--- src/rtl/pt_serial_feeder.sv ---
// Byte FIFO feeding a two-lane serial plaintext shifter, with a small
// IDLE/LOCK/RUN controller that loads key, nonce and counter init into the encrypter.
module pt_serial_feeder #(
    parameter int FIFO_DEPTH = 4
) (
    input  logic       clk,
    input  logic       reset,
    input  logic       cfg_start,
    input  logic [7:0] cfg_key,
    input  logic [1:0] cfg_nonce,
    input  logic [1:0] cfg_init,
    input  logic [7:0] in_byte,
    input  logic       in_valid,
    output logic       in_ready,
    output logic [7:0] key,
    output logic [1:0] nonce,
    output logic [1:0] init_value,
    output logic       lock,
    output logic       plain_text_input1,
    output logic       plain_text_input2,
    output logic       pt_valid,
    output logic       busy,
    output logic [7:0] byte_count
);

    localparam int PTR_W = $clog2(FIFO_DEPTH);

    typedef enum logic [1:0] {
        IDLE,
        LOCK,
        RUN
    } state_t;

    state_t           state;
    state_t           state_next;

    logic [7:0]       fifo_mem [FIFO_DEPTH];
    logic [PTR_W-1:0] wr_ptr;
    logic [PTR_W-1:0] rd_ptr;
    logic [PTR_W:0]   fill;

    logic [7:0]       shift_reg;
    logic [1:0]       pair_idx;
    logic             shifting;
    logic             shifting_next;

    logic             full;
    logic             empty;
    logic             push;
    logic             pop;
    logic             last_pair;

    assign full      = (fill == (PTR_W+1)'(FIFO_DEPTH));
    assign empty     = (fill == '0);
    assign in_ready  = ~full;
    assign push      = in_valid & ~full;
    assign last_pair = shifting & (pair_idx == 2'd3);
    // Popping on the last pair keeps consecutive bytes gap-free on the lanes.
    assign pop       = (state == RUN) & ~empty & (~shifting | last_pair);

    always_comb begin
        state_next    = state;
        shifting_next = shifting;
        if (pop) begin
            shifting_next = 1'b1;
        end else if (last_pair) begin
            shifting_next = 1'b0;
        end
        case (state)
            IDLE: if (cfg_start) state_next = LOCK;
            LOCK: state_next = RUN;
            RUN:  if (cfg_start && empty && !shifting) state_next = LOCK;
            default: state_next = IDLE;
        endcase
    end

    always_ff @(posedge clk or negedge reset) begin
        if (!reset) begin
            state      <= IDLE;
            lock       <= 1'b0;
            key        <= '0;
            nonce      <= '0;
            init_value <= '0;
            busy       <= 1'b0;
        end else begin
            state <= state_next;
            lock  <= (state_next == LOCK);
            busy  <= (state_next != IDLE) | shifting_next;
            if (state_next == LOCK) begin
                key        <= cfg_key;
                nonce      <= cfg_nonce;
                init_value <= cfg_init;
            end
        end
    end

    always_ff @(posedge clk) begin
        if (push) fifo_mem[wr_ptr] <= in_byte;
    end

    always_ff @(posedge clk or negedge reset) begin
        if (!reset) begin
            wr_ptr <= '0;
            rd_ptr <= '0;
            fill   <= '0;
        end else begin
            if (push) wr_ptr <= wr_ptr + PTR_W'(1);
            if (pop)  rd_ptr <= rd_ptr + PTR_W'(1);
            case ({push, pop})
                2'b10:   fill <= fill + (PTR_W+1)'(1);
                2'b01:   fill <= fill - (PTR_W+1)'(1);
                default: fill <= fill;
            endcase
        end
    end

    // The top two bits of shift_reg drive the lanes; it is zeroed when idle.
    always_ff @(posedge clk or negedge reset) begin
        if (!reset) begin
            shift_reg  <= '0;
            pair_idx   <= '0;
            shifting   <= 1'b0;
            byte_count <= '0;
        end else begin
            if (last_pair) byte_count <= byte_count + 8'd1;
            if (pop) begin
                shift_reg <= fifo_mem[rd_ptr];
                pair_idx  <= '0;
                shifting  <= 1'b1;
            end else if (last_pair) begin
                shift_reg <= '0;
                pair_idx  <= '0;
                shifting  <= 1'b0;
            end else if (shifting) begin
                shift_reg <= {shift_reg[5:0], 2'b00};
                pair_idx  <= pair_idx + 2'd1;
            end
        end
    end

    assign pt_valid          = shifting;
    assign plain_text_input1 = shift_reg[7];
    assign plain_text_input2 = shift_reg[6];

endmodule

--- config.mk ---
export PLATFORM = sky130hd
export DESIGN_NAME = pt_serial_feeder
export DESIGN_NICKNAME = d
export VERILOG_FILES = /design/src/rtl/pt_serial_feeder.sv
export SDC_FILE = /design/constraint.sdc
export NUM_CORES = 1
export LEC_CHECK = 0
export CAP_MARGIN = 10
export CORE_MARGIN = 1
export CORE_UTILIZATION = 30
export CTS_CLUSTER_SIZE = 12
export DETAILED_ROUTE_END_ITERATION = 8
export PLACE_DENSITY = 0.56
export SLEW_MARGIN = 5
export SYNTH_ARGS = -nofsm -noshare
export SYNTH_HDL_FRONTEND = slang
export SYNTH_SLANG_ARGS = --single-unit
export TNS_END_PERCENT = 1
--- constraint.sdc ---
create_clock -name clk -period 2.54 [get_ports clk]
set_input_delay 0.508 -clock clk [delete_from_list [all_inputs] [get_ports clk]]
set_output_delay 0.508 -clock clk [all_outputs]
set_load 0.03 [all_outputs]
== After elaboration in Yosys (flattened, before gate mapping) ==
Memories as Yosys holds them, arrays and structs flattened.
Cells that the tools add are included.

* Memories: 1
* Logic and storage cells: 58
* Register bits: 42
* Latch bits: 0
* Output and inout port bits: 26
* Memory bits (read-only): 0
* Bits of input ports: 24
* Bits in writable memories: 32

* Bitwise gates (word level): 9
* Reduce and logical (&&, ||, !) cells: 8
* Muxes and demuxes: 14
* Div/mod/pow operators: 0
* Shift operators: 0
* Multiply operators: 0
* Equality and inequality tests: 7
* Magnitude comparators: 0
* $add $sub $neg: 6

{| class="wikitable"
|+ Memories
! memory !! words !! bits a word !! read ports !! clocked after memory_dff !! write ports !! line !! source
|-
| fifo_mem || 4 || 8 || 1 || 0 || 1 || 37 || <nowiki>logic [7:0] fifo_mem [FIFO_DEPTH];</nowiki>
|}

{| class="wikitable"
|+ Operator list
! cell !! count
|-
| $mux 8 || 3
|-
| $mux 2 || 5
|-
| $add 8x1->8 const B || 1
|-
| $add 2x1->2 const B || 3
|-
| $eq 2x1->1 const B || 3
|-
| $eq 2x2->1 const B || 3
|-
| $pmux 2 s3 || 1
|-
| $pmux 3 s2 || 1
|-
| $and 1x1->1 || 4
|-
| $mux 1 || 4
|-
| $reduce_bool 2->1 || 2
|-
| $add 3x1->3 const B || 1
|-
| $eq 3x3->1 const B || 1
|-
| $logic_not 3->1 || 1
|-
| $not 1->1 || 3
|-
| $reduce_bool 3->1 || 1
|-
| $sub 3x1->3 const B || 1
|-
| $logic_and 1x1->1 || 2
|-
| $logic_not 2->1 || 1
|-
| $or 1x1->1 || 2
|-
| $logic_not 1->1 || 1
|}

== Depth between registers and ports, before layout ==
* Depth in word-level cells: 7
* Gate-level depth with buffers: 10
* Gate-level depth less buffers: 10

== Least setup slack after synthesis ==
OpenSTA, ideal clock, no wires.

* Kind: register -> register
* From: register fill[1]
* To: register fill[2]
* Buffers on the path: 0
* Arrival: 2.198 ns
* Data required time: 2.461 ns
* Cell stages (with the launch flop): 10
* Library setup time: 0.079 ns
* Period minus slack after synthesis: 2.277 ns
* Setup slack: 0.263 ns
* Cell sequence: dfrtp_1 -> or3b_1 -> and2_4 -> inv_1 -> ha_1 -> inv_1 -> fa_1 -> xor2_1 -> nor2_1 -> xor2_1

{| class="wikitable"
|+ RTL lines
! item !! line !! source
|-
| start: declaration || 40 || <nowiki>logic [PTR_W:0] fill;</nowiki>
|-
| start signal: assignment || 110 || <nowiki>2'b10: fill <= fill + (PTR_W+1)'(1);</nowiki>
|-
| start signal: assignment || 111 || <nowiki>2'b01: fill <= fill - (PTR_W+1)'(1);</nowiki>
|-
| start signal: assignment || 112 || <nowiki>default: fill <= fill;</nowiki>
|-
| $eq 3x3->1 (*) || 53 || <nowiki>assign full = (fill == (PTR_W+1)'(FIFO_DEPTH));</nowiki>
|-
| $not 1->1 (*) || - ||
|-
| named net in_ready || 14 || <nowiki>output logic in_ready,</nowiki>
|-
| $and 1x1->1 (*) || 56 || <nowiki>assign push = in_valid & ~full;</nowiki>
|-
| $eq 2x1->1 or $eq 2x2->1 (tied branches) || 109 || <nowiki>case ({push, pop})</nowiki>
|-
| $pmux 3 s2 or $reduce_bool 2->1 (tied branches) || - ||
|}

The timed path passes the listed nets; every way through them passes the cells marked *.
A chain may end at the register's enable or synchronous reset.

== Final worst setup path ==
* From: register fill[0]
* To: output port in_ready

* Longest elaborated chain between the ends: 2

{| class="wikitable"
|+ RTL lines
! item !! line !! source
|-
| $eq 3x3->1 || 53 ||
|-
| $not 1->1 || 55 || <nowiki>assign in_ready = ~full;</nowiki>
|-
| end: declaration || 14 ||
|}

Every way passes these cells.

==> flow_metrics.env <==
export IMPL_drt_initial_drc_count=45
export IMPL_fillerInstances=941
export IMPL_slew_viol_final=0
export IMPL_power_frac_comb=0.404
export IMPL_firstDrtPassIters=4
export IMPL_multiInputGateArea_um2=1010
export IMPL_root_buffer="clkbuf_8"
export IMPL_relSlewSlack=0.593
export IMPL_ys_warnings_count=0
export IMPL_synth_largest_area_cell="dfrtp_1"
export IMPL_dr_total_vias=1830
export IMPL_r2r_start="fill[0]$_DFFE_PN0P_"
export IMPL_ys_seq_area_frac=0.639
export IMPL_seq_area_um2=2010
export IMPL_wl_met1_um=2660
export IMPL_grt_usage=0.117
export IMPL_power_internal_mw=3.04
export IMPL_rrSetupSlack_ps=320
export IMPL_initial_core_util=0.308
export IMPL_setup_tns_ps=0
export IMPL_ir_worst_vdd_mv=0.580
export IMPL_rsz0062_at_grt="false"
export IMPL_core_area_um2=10200
export IMPL_finalHoldViolCount=0
export IMPL_place_congestion=0.663
export IMPL_postLayoutSetupSlackWorst_ps=172
export IMPL_path_class="flop to output port"
export IMPL_area_delta_synth_final_pct=26.8
export IMPL_route_met2_wl_um=2610
export IMPL_portBuffers=49
export IMPL_cp_required_ps=2030
export IMPL_top_register="fifo_mem"
export IMPL_startpoint_type="flop"
export IMPL_wirelength_um=5560
export IMPL_hold_path_class="input pin to async pin"
export IMPL_pre_cts_ws_ps=260
export IMPL_wl_per_cell_um=13.6
export IMPL_dieArea_um2=10900
export IMPL_postCtsHoldBufs=0
export IMPL_nets=299
export IMPL_io_pins=50
export IMPL_power_leakage_nw=1.59
export IMPL_num_rows=37
export IMPL_crit_buf_inv=1
export IMPL_synth_seq_cells=74
export IMPL_maxCapViolCount=0
export IMPL_syn_area_per_cell_um2=14.9
export IMPL_clk_pin_slew_ps=80
export IMPL_fmax_mhz=422
export IMPL_netlist_area_um2=3150
export IMPL_dieWidth_um=104
export IMPL_clock_path_buffers=2
export IMPL_grt_max_degree=28
export IMPL_cts_buffers=9
export IMPL_regToRegEndpoint="fill[2]$_DFFE_PN0P_"
export IMPL_status="complete, no violations"
export IMPL_final_common_cell="clkdlybuf4s50_1"
export IMPL_clkSinkCount=74
export IMPL_via_per_inst=4.49
export IMPL_cts_resized=0
export IMPL_p_clk_frac=0.190
export IMPL_setup_viol=0
export IMPL_cp_max_fo=6
export IMPL_cts_tree="yes"
export IMPL_insertedDiodeCount=0
export IMPL_drive_gt1_frac=0.184
export IMPL_post_cts_buffers=0
export IMPL_wl_met3_um=181
export IMPL_worstSkewPairLatency_ps=340
export IMPL_path_cells="or3b_1, clkdlybuf4s50_1"
export IMPL_p_seq_frac=0.406
export IMPL_synth_net_count=243
export IMPL_switchingPower_mw=1.77
export IMPL_endpoint_kind="output port"
export IMPL_yosys_area_top_type_share=0.334
export IMPL_die_y_um=104
export IMPL_reg2regPathDepth=9
export IMPL_grt_pass1_vias=1932
export IMPL_highest_layer="met4"
export IMPL_switching_share=0.368
export IMPL_synthTopCellsByArea="dfrtp_1, edfxtp_1, mux4_2"
export IMPL_drc=0
export IMPL_min_period_ps=2370
export IMPL_slowest_delay_ps=630
export IMPL_cp_arrival_ps=1860
export IMPL_syn_instance_count=211
export IMPL_final_cell_mix="clkdlybuf4s50_1, dfrtp_1, edfxtp_1"
export IMPL_antenna_found_initial=0
export IMPL_path_delay_family="buffers and inverters"
export IMPL_grt_pass1_wl_um=9890
export IMPL_hpwl_um=3950
export IMPL_worst_pin_slew_ps=611
export IMPL_cts_htree_levels=3
export IMPL_grt_overflow=0
export IMPL_finalCritPeriodShare=0.932
export IMPL_skew_ps=9.07
export IMPL_ys_types=38
export IMPL_crit_slowest_cell="clkdlybuf4s50_1"
export IMPL_power_density_nw_per_um2=1200
export IMPL_largest_reg_flops=32
export IMPL_ant_nets=0
## routing by layer
| layer | GRT usage | vias up |
|---|---|---|
| met2 | 0.182 | 30 |
| met3 | 0.0269 | 8 |
| met1 | 0.154 | 913 |
| li1 | - | 879 |
| met4 | 0.0551 | 0 |
| met5 | 0 | - |
## cell families (layout without fill, tap and decap cells)
kind of cell	after synthesis	after routing	synth area share
buffers and inverters	30	91	0.0401
AND/OR/NAND/NOR	40	40	0.0671
AO/OA/AOI/OAI	23	23	0.0628
flip-flops	74	74	0.639
multiplexers	23	23	0.121
XOR/XNOR	13	13	0.0361
adder cells (fa/ha/maj)	8	8	0.0342
## worst max-delay path by stage
stage / from / end / slack (ps) / cells past startpoint
finish: fill[0]$_DFFE_PN0P_ / in_ready / 170 / 2
global route: fill[0]$_DFFE_PN0P_ / in_ready / 100 / 2
CTS: fill[1]$_DFFE_PN0P_ / in_ready / 140 / 2
detailed placement: in_valid / fill[2]$_DFFE_PN0P_ / 260 / 9
global placement: in_valid / fill[2]$_DFFE_PN0P_ / 290 / 9
floorplan: fill[1]$_DFFE_PN0P_ / fill[2]$_DFFE_PN0P_ / 260 / 9
## stage by stage
stage / utilization / area (µm²) / hold slack (ps) / std cells / total power, mW
3_3_place_gp: 0.371 / 3800 / 459 / 392 / 3.92
3_5_place_dp: 0.371 / 3800 / 464 / 392 / 3.96
2_1_floorplan: - / 3150 / 212 / 211 / 3.29
4_1_cts: 0.391 / 4000 / 173 / 408 / 4.89
6_report: 0.391 / 4000 / 167 / 408 / 4.81
5_1_grt: 0.391 / 4000 / 198 / 408 / 5.16
## synthesized netlist by cell type
cell type  count
a311oi_1       1
a31o_2         1
and2_0         1
and2_1         1
and2_4         1
and3_1         4
buf_2          5
buf_6          1
clkbuf_1       3
dfrtp_1       42
edfxtp_1      32
fa_1           1
ha_1           7
inv_1         21
mux2_2         5
mux2_4         9
mux2i_1        1
mux4_2         8
nand2_1       14
nand2b_1       1
nand3_1        4
nand3_2        1
nand4_1        2
nor2_1         4
nor2b_1        2
nor3_1         2
nor4_1         1
o2111ai_1      8
o21ai_0        4
o22ai_1        1
o311ai_1       5
o311ai_2       1
o31ai_1        1
o41ai_2        1
or3_4          1
or3b_1         1
xnor2_1        8
xor2_1         5
## area by class of cell
cell class,count,area share
sequential,74,0.503
tap,136,0.0426
timing repair buffer,54,0.131
clock inverter,7,0.0191
inverter,21,0.0197
clock buffer,9,0.0310
multi-input combinational,107,0.253
## worst reg2reg max path, delay by kind of cell (launching register included)
family        cells  cell delay, ps
flops             1             440
xor+xnor          2             300
buf+inv           2             110
fa+ha+maj         2             540
simple gates      3             780
## power groups by stage
stage               Clock [mW]  Sequential, mW  Combinational [mW]
floorplan                    0            2.19                1.10
global placement             0            1.97                1.95
detailed placement           0            1.98                1.97
CTS                      0.945            1.96                1.98
global route             0.992            2.03                2.14
finish                   0.913            1.95                1.95
No activity file was read; power rests on OpenSTA's default activity.
